File: src/rtl/div_pkg.sv
// Shared definitions for the sequential divider: FSM encodings, default sizes
// and a two's-complement conditional-negate helper.
package div_pkg;

  localparam int DIV_WIDTH = 32;
  localparam int DIV_CNT_W = 6;
  // Widest operand the negate helper supports; callers zero-extend and truncate.
  localparam int DIV_MAX_W = 64;

  localparam logic [1:0] IDLE = 2'd0;
  localparam logic [1:0] BUSY = 2'd1;
  localparam logic [1:0] DONE = 2'd2;

  // Negating modulo 2^64 and truncating equals negating modulo 2^WIDTH.
  function automatic logic [DIV_MAX_W-1:0] cond_neg(input logic [DIV_MAX_W-1:0] x,
                                                    input logic                 neg);
    return neg ? (~x + DIV_MAX_W'(1)) : x;
  endfunction

endpackage

File: src/rtl/div_step.sv
// One radix-2 restoring division step: shift {rem, quo} left, trial-subtract the
// divisor, keep the difference and set the quotient bit when it does not borrow.
module div_step
  import div_pkg::*;
#(
  parameter int WIDTH = DIV_WIDTH
) (
  input  logic [WIDTH:0]   rem,
  input  logic [WIDTH-1:0] quo,
  input  logic [WIDTH-1:0] divisor,
  output logic [WIDTH:0]   rem_nxt,
  output logic [WIDTH-1:0] quo_nxt
);

  logic [WIDTH:0] shifted;
  logic [WIDTH:0] dvs_ext;
  logic           ge;

  always_comb begin
    shifted = {rem[WIDTH-1:0], quo[WIDTH-1]};
    dvs_ext = {1'b0, divisor};
    ge      = (shifted >= dvs_ext);
    rem_nxt = ge ? (shifted - dvs_ext) : shifted;
    quo_nxt = {quo[WIDTH-2:0], ge};
  end

endmodule

File: src/rtl/seq_divider.sv
// Multicycle signed divider: one restoring step per clock, WIDTH+1 cycles from start to
// the one-cycle ready pulse (1 cycle for divide-by-zero/overflow); a new start always wins.
module seq_divider
  import div_pkg::*;
#(
  parameter int WIDTH = DIV_WIDTH,
  parameter int CNT_W = DIV_CNT_W
) (
  input  logic             clock,
  input  logic             reset,
  input  logic             ctrl_DIV,
  input  logic [WIDTH-1:0] data_operandA,
  input  logic [WIDTH-1:0] data_operandB,
  output logic [WIDTH-1:0] data_result,
  output logic [WIDTH-1:0] data_remainder,
  output logic             data_exception,
  output logic             data_resultRDY,
  output logic             busy
);

  localparam logic [WIDTH-1:0] MIN_NEG = {1'b1, {(WIDTH-1){1'b0}}};
  localparam logic [CNT_W-1:0] LAST    = CNT_W'(WIDTH - 1);

  logic [1:0]       state;
  logic [CNT_W-1:0] cnt;
  logic [WIDTH:0]   rem_q;
  logic [WIDTH-1:0] quo_q;
  logic [WIDTH-1:0] dvs_q;
  logic             sign_q;
  logic             sign_r;

  logic [WIDTH:0]   rem_nxt;
  logic [WIDTH-1:0] quo_nxt;
  logic [WIDTH-1:0] abs_a;
  logic [WIDTH-1:0] abs_b;
  logic [WIDTH-1:0] q_fin;
  logic [WIDTH-1:0] r_fin;
  logic             special;

  // abs(-2^(WIDTH-1)) wraps to itself, which reads correctly as unsigned 2^(WIDTH-1).
  assign abs_a   = WIDTH'(cond_neg(DIV_MAX_W'(data_operandA), data_operandA[WIDTH-1]));
  assign abs_b   = WIDTH'(cond_neg(DIV_MAX_W'(data_operandB), data_operandB[WIDTH-1]));
  assign special = (data_operandB == '0) ||
                   ((data_operandA == MIN_NEG) && (data_operandB == '1));

  div_step #(.WIDTH(WIDTH)) u_step (
    .rem     (rem_q),
    .quo     (quo_q),
    .divisor (dvs_q),
    .rem_nxt (rem_nxt),
    .quo_nxt (quo_nxt)
  );

  // Final step's output is sign-corrected and published on the same edge.
  assign q_fin = WIDTH'(cond_neg(DIV_MAX_W'(quo_nxt), sign_q));
  assign r_fin = WIDTH'(cond_neg(DIV_MAX_W'(rem_nxt[WIDTH-1:0]), sign_r));

  always_ff @(posedge clock) begin
    if (reset) begin
      state          <= IDLE;
      cnt            <= '0;
      rem_q          <= '0;
      quo_q          <= '0;
      dvs_q          <= '0;
      sign_q         <= 1'b0;
      sign_r         <= 1'b0;
      data_result    <= '0;
      data_remainder <= '0;
      data_exception <= 1'b0;
      data_resultRDY <= 1'b0;
      busy           <= 1'b0;
    end else begin
      data_resultRDY <= 1'b0;
      if (ctrl_DIV) begin
        cnt            <= '0;
        rem_q          <= '0;
        quo_q          <= abs_a;
        dvs_q          <= abs_b;
        sign_q         <= data_operandA[WIDTH-1] ^ data_operandB[WIDTH-1];
        sign_r         <= data_operandA[WIDTH-1];
        data_exception <= special;
        if (special) begin
          data_result    <= '0;
          data_remainder <= '0;
          data_resultRDY <= 1'b1;
          busy           <= 1'b0;
          state          <= DONE;
        end else begin
          busy  <= 1'b1;
          state <= BUSY;
        end
      end else begin
        case (state)
          BUSY: begin
            rem_q <= rem_nxt;
            quo_q <= quo_nxt;
            cnt   <= cnt + CNT_W'(1);
            if (cnt == LAST) begin
              data_result    <= q_fin;
              data_remainder <= r_fin;
              data_resultRDY <= 1'b1;
              busy           <= 1'b0;
              state          <= DONE;
            end
          end
          DONE:    state <= IDLE;
          default: state <= IDLE;
        endcase
      end
    end
  end

endmodule

File: config.mk
export PLATFORM = sky130hd
export DESIGN_NAME = seq_divider
export DESIGN_NICKNAME = d
export VERILOG_FILES = /design/src/rtl/div_pkg.sv /design/src/rtl/div_step.sv /design/src/rtl/seq_divider.sv
export SDC_FILE = /design/constraint.sdc
export NUM_CORES = 1
export LEC_CHECK = 0
export BUFFER_PORTS_ARGS = -buffer_cell sky130_fd_sc_hd__buf_2
export CAP_MARGIN = 20
export CORE_AREA = 2 2 230 232
export DETAILED_ROUTE_END_ITERATION = 8
export DIE_AREA = 0 0 232 234
export PLACE_DENSITY_LB_ADDON = 0.12
export SLEW_MARGIN = 20
export SYNTH_ARGS = -nofsm -noshare
export SYNTH_HDL_FRONTEND = slang
export SYNTH_SLANG_ARGS = --single-unit
File: constraint.sdc
create_clock -name clock -period 4.9 [get_ports clock]
set_input_delay 1.225 -clock clock [delete_from_list [all_inputs] [get_ports clock]]
set_output_delay 1.225 -clock clock [all_outputs]
set_load 0.05 [all_outputs]
==> results.ini, run 1 <==
[power]
p_leak_nw=5.340
p_seq_share_pct=35.7
internal_power_mw=2.693
combinationalPowerShare_pct=32.3
power_density_nw_per_um2=306.3
irDropWorstVdd_uv=239.5
p_switching_mw=1.563
power_frac_clock_pct=32.0
swShare_pct=36.72
total_power_mw=4.257

[timing]
max-slew-margin-rel_pct=32.42
post-route-period-util_pct=91.79
hold_violations=0
tightest_slew_ns=1.014
fin_hold_ws_ns=0.4427
final_max_slew_viol_count=0
fin_crit_ns=4.498
final-setup-viol-count=0
setup_tns_ns=0
max_freq_ghz=0.2223
clock_skew_ns=0.01382

[logic_synthesis]
synth_nets=1716
syn_area_um2=11780
synth_top_cell_by_area=dfxtp_1
avgSynthCellArea_um2=7.314
synth_top_area_share_pct=29.41
synth_cell_types=68
synthCells=1610
async_flop_share_pct=0
synth_edf_count=0
yosys_most_used_dff=dfxtp_1
synth-seq-cells=173
yosysWarnings=0
synth_seq_area_share_pct=29.41
synth.top_cells.by_area=dfxtp_1 29%, nand2_1 7.7%, nor2_1 5.8%, a21oi_1 5.4%, xor2_1 5.4%

[clocking]
cts-resized-gates=0
cts_setup_buffers=0
numCtsBuffers=17
cts.path.max_buffers=2
cts_tree=yes
cts_sinks=173
clkTransAtPathRegs_ns=0.07
clock_tree.root_cell=clkbuf_16
cts_max_level=4
holdBufCountCts=0
clk-insertion-delay-late_ns=0.49

[floorplanning]
io_pins=134
num_rows=84
initial_utilization_pct=22.63
die_height_um=234
die_width_um=232
die_area_um2=54290
fp.coreArea_um2=52020

[routing]
drc=0
postRouteAntennaNets=0
post_drt_via_cell_ratio=4.863
drtPass1Iterations=5
vias=11740
drt_wl_total_mm=44.69
drt_iter0_markers=695
post_drt_wl_per_cell_um=18.52

[run]
drv_cap=0

[layout]
fin_util_pct=26.71
instances_no_fill=2413
final_common_cell=nand2_1
final_nets=1819
layout_common_cells=243 x nand2_1, 181 x nor2_1, 173 x dfxtp_1
diodes=0
layout-drive-gt1-share_pct=13.91
area_growth_pct=18.02

[critical_path]
crit_path_start_kind=flop
end_kind=flop
cp.arrival_ns=4.86
cp_max_fo=5
required_ns=5.26
critPathKind=reg -> reg

[global_routing]
grt_pass1_vias=11150
antenna_found_initial=1
grt_max_degree=87
grt_usage_pct=16.67
overflow=0
grt_pass1_wl_mm=68.30

[status]
outcome=completed

[worst_hold_path]
hold_class=reg -> reg

[placement]
dp_hpwl_mm=34.71
place_inst=2382
gp_congestion=0.8236
port_buffers=133

==> metal layers <==
metal | wire [um] | GRT usage, % | part of all wire [%] | up-vias
li1 | - | - | - | 5962
met1 | 21050 | 21.91 | 47 | 5555
met2 | 21270 | 27.71 | 48 | 180
met3 | 1603 | 3.271 | 3.6 | 36
met4 | 760 | 4.647 | 1.7 | 2
met5 | 16 | 0 | 0.036 | -
==> path summary, 6_finish.rpt <==
kind                                    from                              end  slack, ns  depth (start not counted)
max reg2reg           quo_q[31]$_SDFFE_PP0P_  data_remainder[27]$_SDFFE_PP0P_       0.40                         15
min reg2reg  data_remainder[11]$_SDFFE_PP0P_  data_remainder[11]$_SDFFE_PP0P_       0.44                          2
max                   quo_q[31]$_SDFFE_PP0P_  data_remainder[27]$_SDFFE_PP0P_       0.40                         15
min          data_remainder[11]$_SDFFE_PP0P_  data_remainder[11]$_SDFFE_PP0P_       0.44                          2
==> registers in the layout (all words and copies together), names as in the netlist <==
| register | flops |
|---|---|
| data_remainder | 32 |
| data_result | 32 |
| dvs_q | 32 |
| quo_q | 32 |
| rem_q | 32 |
| cnt | 6 |
| state | 2 |
| busy | 1 |
| data_exception | 1 |
| data_resultRDY | 1 |
| sign_q | 1 |
| sign_r | 1 |
==> Yosys cell counts, types with 12 or more instances <==
cell type and instances:
xnor2_1 69, inv_1 54, nor4_1 20, nand3_1 22
xor2_1 72, ha_1 38, o211ai_1 12, or4_1 16
nand2_1 243, clkbuf_1 71, o21ai_0 69, o31ai_1 36
o41ai_1 17, nand4_1 25, or3_1 13, a21oi_1 127
mux2i_1 28, a211oi_1 67, buf_2 13, nor3_1 32
nor2_1 182, o21ai_1 62, dfxtp_1 173
==> kinds of logic after synthesis <==
group,synth area share [%]
AO/OA/AOI/OAI,24.89
XOR/XNOR,10.49
adder cells (fa/ha/maj),4.208
buffers and inverters,4.984
flip-flops,29.41
multiplexers,2.571
AND/OR/NAND/NOR,23.45
==> worst max-delay path, cell delays in order (launching register included) <==
cell and delay [ns]:
dfxtp_1 0.36, inv_1 0.08, ha_1 0.17, inv_1 0.06, fa_1 0.43, a211oi_1 0.42, o21ai_0 0.25, xor2_1 0.25
a211oi_1 0.42, o211ai_1 0.20, nor4b_1 0.57, o2111ai_1 0.35, or2_2 0.38, o21ai_0 0.20, xnor2_1 0.17, o21ai_1 0.08
==> power groups by stage <==
stage / Clock, mW / Combinational [mW] / Sequential, mW
after floorplan: 0 / 0.928 / 1.53
after global placement: 0 / 1.38 / 1.55
after detailed placement: 0 / 1.38 / 1.55
after CTS: 1.43 / 1.38 / 1.52
after global routing: 1.49 / 1.52 / 1.53
final: 1.36 / 1.37 / 1.52
==> metrics by stage <==
step / instance area [um2] / setup slack (ns)
6_report: 13900 / 0.4021
4_1_cts: 13880 / 0.3805
2_1_floorplan: 11780 / 0.2785
5_1_grt: 13900 / -0.01173
3_3_place_gp: 13320 / 0.2134
3_5_place_dp: 13320 / 0.1777
==> cell type report <==
type                       instances  area, um2
timing repair buffer             180       1046
multi-input combinational       1287       7764
fill                            5744      38130
tap                              688      860.8
sequential                       173       3463
inverter                          54      202.7
clock inverter                    10      90.09
clock buffer                      21      470.5
No activity file was read; power rests on OpenSTA's default activity.
==> run 2: changes to the inputs <==
--- a/config.mk
+++ b/config.mk
@@ -10,7 +10,6 @@
 export CORE_AREA = 2 2 230 232
 export DETAILED_ROUTE_END_ITERATION = 8
 export DIE_AREA = 0 0 232 234
-export PLACE_DENSITY_LB_ADDON = 0.12
 export SLEW_MARGIN = 20
 export SYNTH_ARGS = -nofsm -noshare
 export SYNTH_HDL_FRONTEND = slang
==> results.ini, run 2 (synthesized netlist as in run 1, its figures left out) <==
[global_routing]
grt_pass1_wl_mm=62.80
grt_pass1_vias=10970
antenna_found_initial=4
grt_max_degree=93
overflow=0
grt_usage_pct=14.61

[clocking]
cts.path.max_buffers=2
cts_max_level=4
cts_sinks=173
numCtsBuffers=17
cts_tree=yes
clk-insertion-delay-late_ns=0.46
holdBufCountCts=0
clkTransAtPathRegs_ns=0.07
cts_setup_buffers=0
clock_tree.root_cell=clkbuf_16

[critical_path]
cp_max_fo=12
required_ns=5.22
cp_num_buf_inv=0
cp_cell_sequence=ha_1 -> nand4_1 -> nor4_1 -> nand4_1 -> o211a_1 -> nand2_2 -> mux2i_1 -> ha_1 -> nand3b_1 -> or3_1 -> nor4_1 -> o21a_1 -> o2111ai_1 -> o31ai_1 -> xnor2_1 -> o21ai_1
end_kind=flop
cp_slowest_cell=ha_1
crit_path_start_kind=flop
crit_family=simple AND/OR/NAND/NOR gates
cp.arrival_ns=4.92
critPathKind=reg -> reg
cpPeakStageDelay_ns=0.56

[routing]
drt_iter0_markers=941
drtPass1Iterations=5
top_layer=met5
post_drt_wl_per_cell_um=16.73
vias=12000
drc=0
postRouteAntennaNets=0
wl_met3_mm=2.590
wl_met1_mm=18.23
post_drt_via_cell_ratio=4.981
drt_wl_total_mm=40.32
wl_met2_mm=18.71

[timing]
tightest_slew_ns=0.9884
setup_tns_ns=0
clock_skew_ns=0.01658
grt_setup_unrepaired=false
final_max_slew_viol_count=0
final-setup-viol-count=0
max_freq_ghz=0.2176
fin_crit_ns=4.595
hold_violations=0
max-slew-margin-rel_pct=34.10
post-route-period-util_pct=93.78

[layout]
area_growth_pct=18.01
layout_common_cells=243 x nand2_1, 181 x nor2_1, 173 x dfxtp_1
fin_util_pct=26.71
final_nets=1812
instances_no_fill=2410
final_common_cell=nand2_1
layout-drive-gt1-share_pct=13.33

[run]
drv_cap=0

[floorplanning]
die_height_um=234
die_area_um2=54290
io_pins=134
num_rows=84
die_width_um=232
initial_utilization_pct=22.63
fp.coreArea_um2=52020

[placement]
dp_hpwl_mm=32.20
port_buffers=133
place_inst=2375
gp_congestion=0.8649

[power]
p_leak_nw=5.325
power_density_nw_per_um2=311.0
irDropWorstVdd_uv=209.3

[status]
outcome=completed

[worst_hold_path]
hold_class=reg -> reg

[run 2: cell types whose count changed in the layout (fill, tap and decap cells not counted), moves of 2 or more]
cell,previous run,this run
a21oi_1,125,127
a21oi_2,3,1
buf_12,2,0
buf_4,46,40
bufinv_16,1,3
clkbuf_8,3,1
clkinv_2,5,1
diode_2,0,4
inv_8,0,2
[run 2: final cells by class]
type,count,area [um2]
Antenna cell,4,10.01
Clock buffer,18,439.2
Clock inverter,13,185.2
Fill cell,5645,38130
Inverter,54,202.7
Multi-Input combinational cell,1287,7746
Sequential cell,173,3463
Tap cell,688,860.8
Timing Repair Buffer,173,988.4
[run 2: metal layers]
| metal | vias to the layer above | track usage (%) |
|---|---|---|
| li1 | 5953 | - |
| met1 | 5676 | 19.31 |
| met2 | 334 | 23.82 |
| met3 | 39 | 2.979 |
| met4 | 2 | 4.567 |
| met5 | - | 0 |
[run 2: what timing repair did]
action                                 4_1_cts  5_1_grt
setup endpoints to repair                    0        1
endpoints found under the hold margin        0        0
gates resized for setup                      0        1
[run 2: stage by stage]
step           power, mW  worst slack [ns]  hold WS [ns]  instance area (um2)
6_report           4.322            0.3046        0.4463                13900
5_1_grt            4.545           0.01618        0.4632                13890
3_5_place_dp       2.861           0.03282        0.4390                13260
3_3_place_gp       2.841            0.1095        0.4345                13230
4_1_cts            4.333            0.3887        0.4481                13880
2_1_floorplan      2.460            0.2785        0.4530                11780
[run 2: worst paths after layout]
path	cells after the start	start	to	slack (ns)
worst max-delay path	16	rem_q[14]$_SDFFE_PP0P_	data_remainder[30]$_SDFFE_PP0P_	0.30
worst min-delay path	2	data_remainder[29]$_SDFFE_PP0P_	data_remainder[29]$_SDFFE_PP0P_	0.45
worst max register to register	16	rem_q[14]$_SDFFE_PP0P_	data_remainder[30]$_SDFFE_PP0P_	0.30
worst min register to register	2	data_remainder[29]$_SDFFE_PP0P_	data_remainder[29]$_SDFFE_PP0P_	0.45
[run 2: where the power goes]
group | total, mW | switching [mW] | internal (mW)
registers | 1.52 | 0.0663 | 1.46
clock network | 1.47 | 0.646 | 0.828
logic | 1.32 | 0.835 | 0.488
total | 4.32 | 1.55 | 2.77
[run 2: worst register-to-register path, delay by kind of cell, from the launching register on]
kind | cells | cell delay, ns
AO/OA/AOI/OAI | 5 | 0.96
XOR/XNOR | 1 | 0.15
adder cells (fa/ha/maj) | 2 | 0.81
flip-flops | 1 | 0.39
multiplexers | 1 | 0.27
AND/OR/NAND/NOR | 7 | 1.88
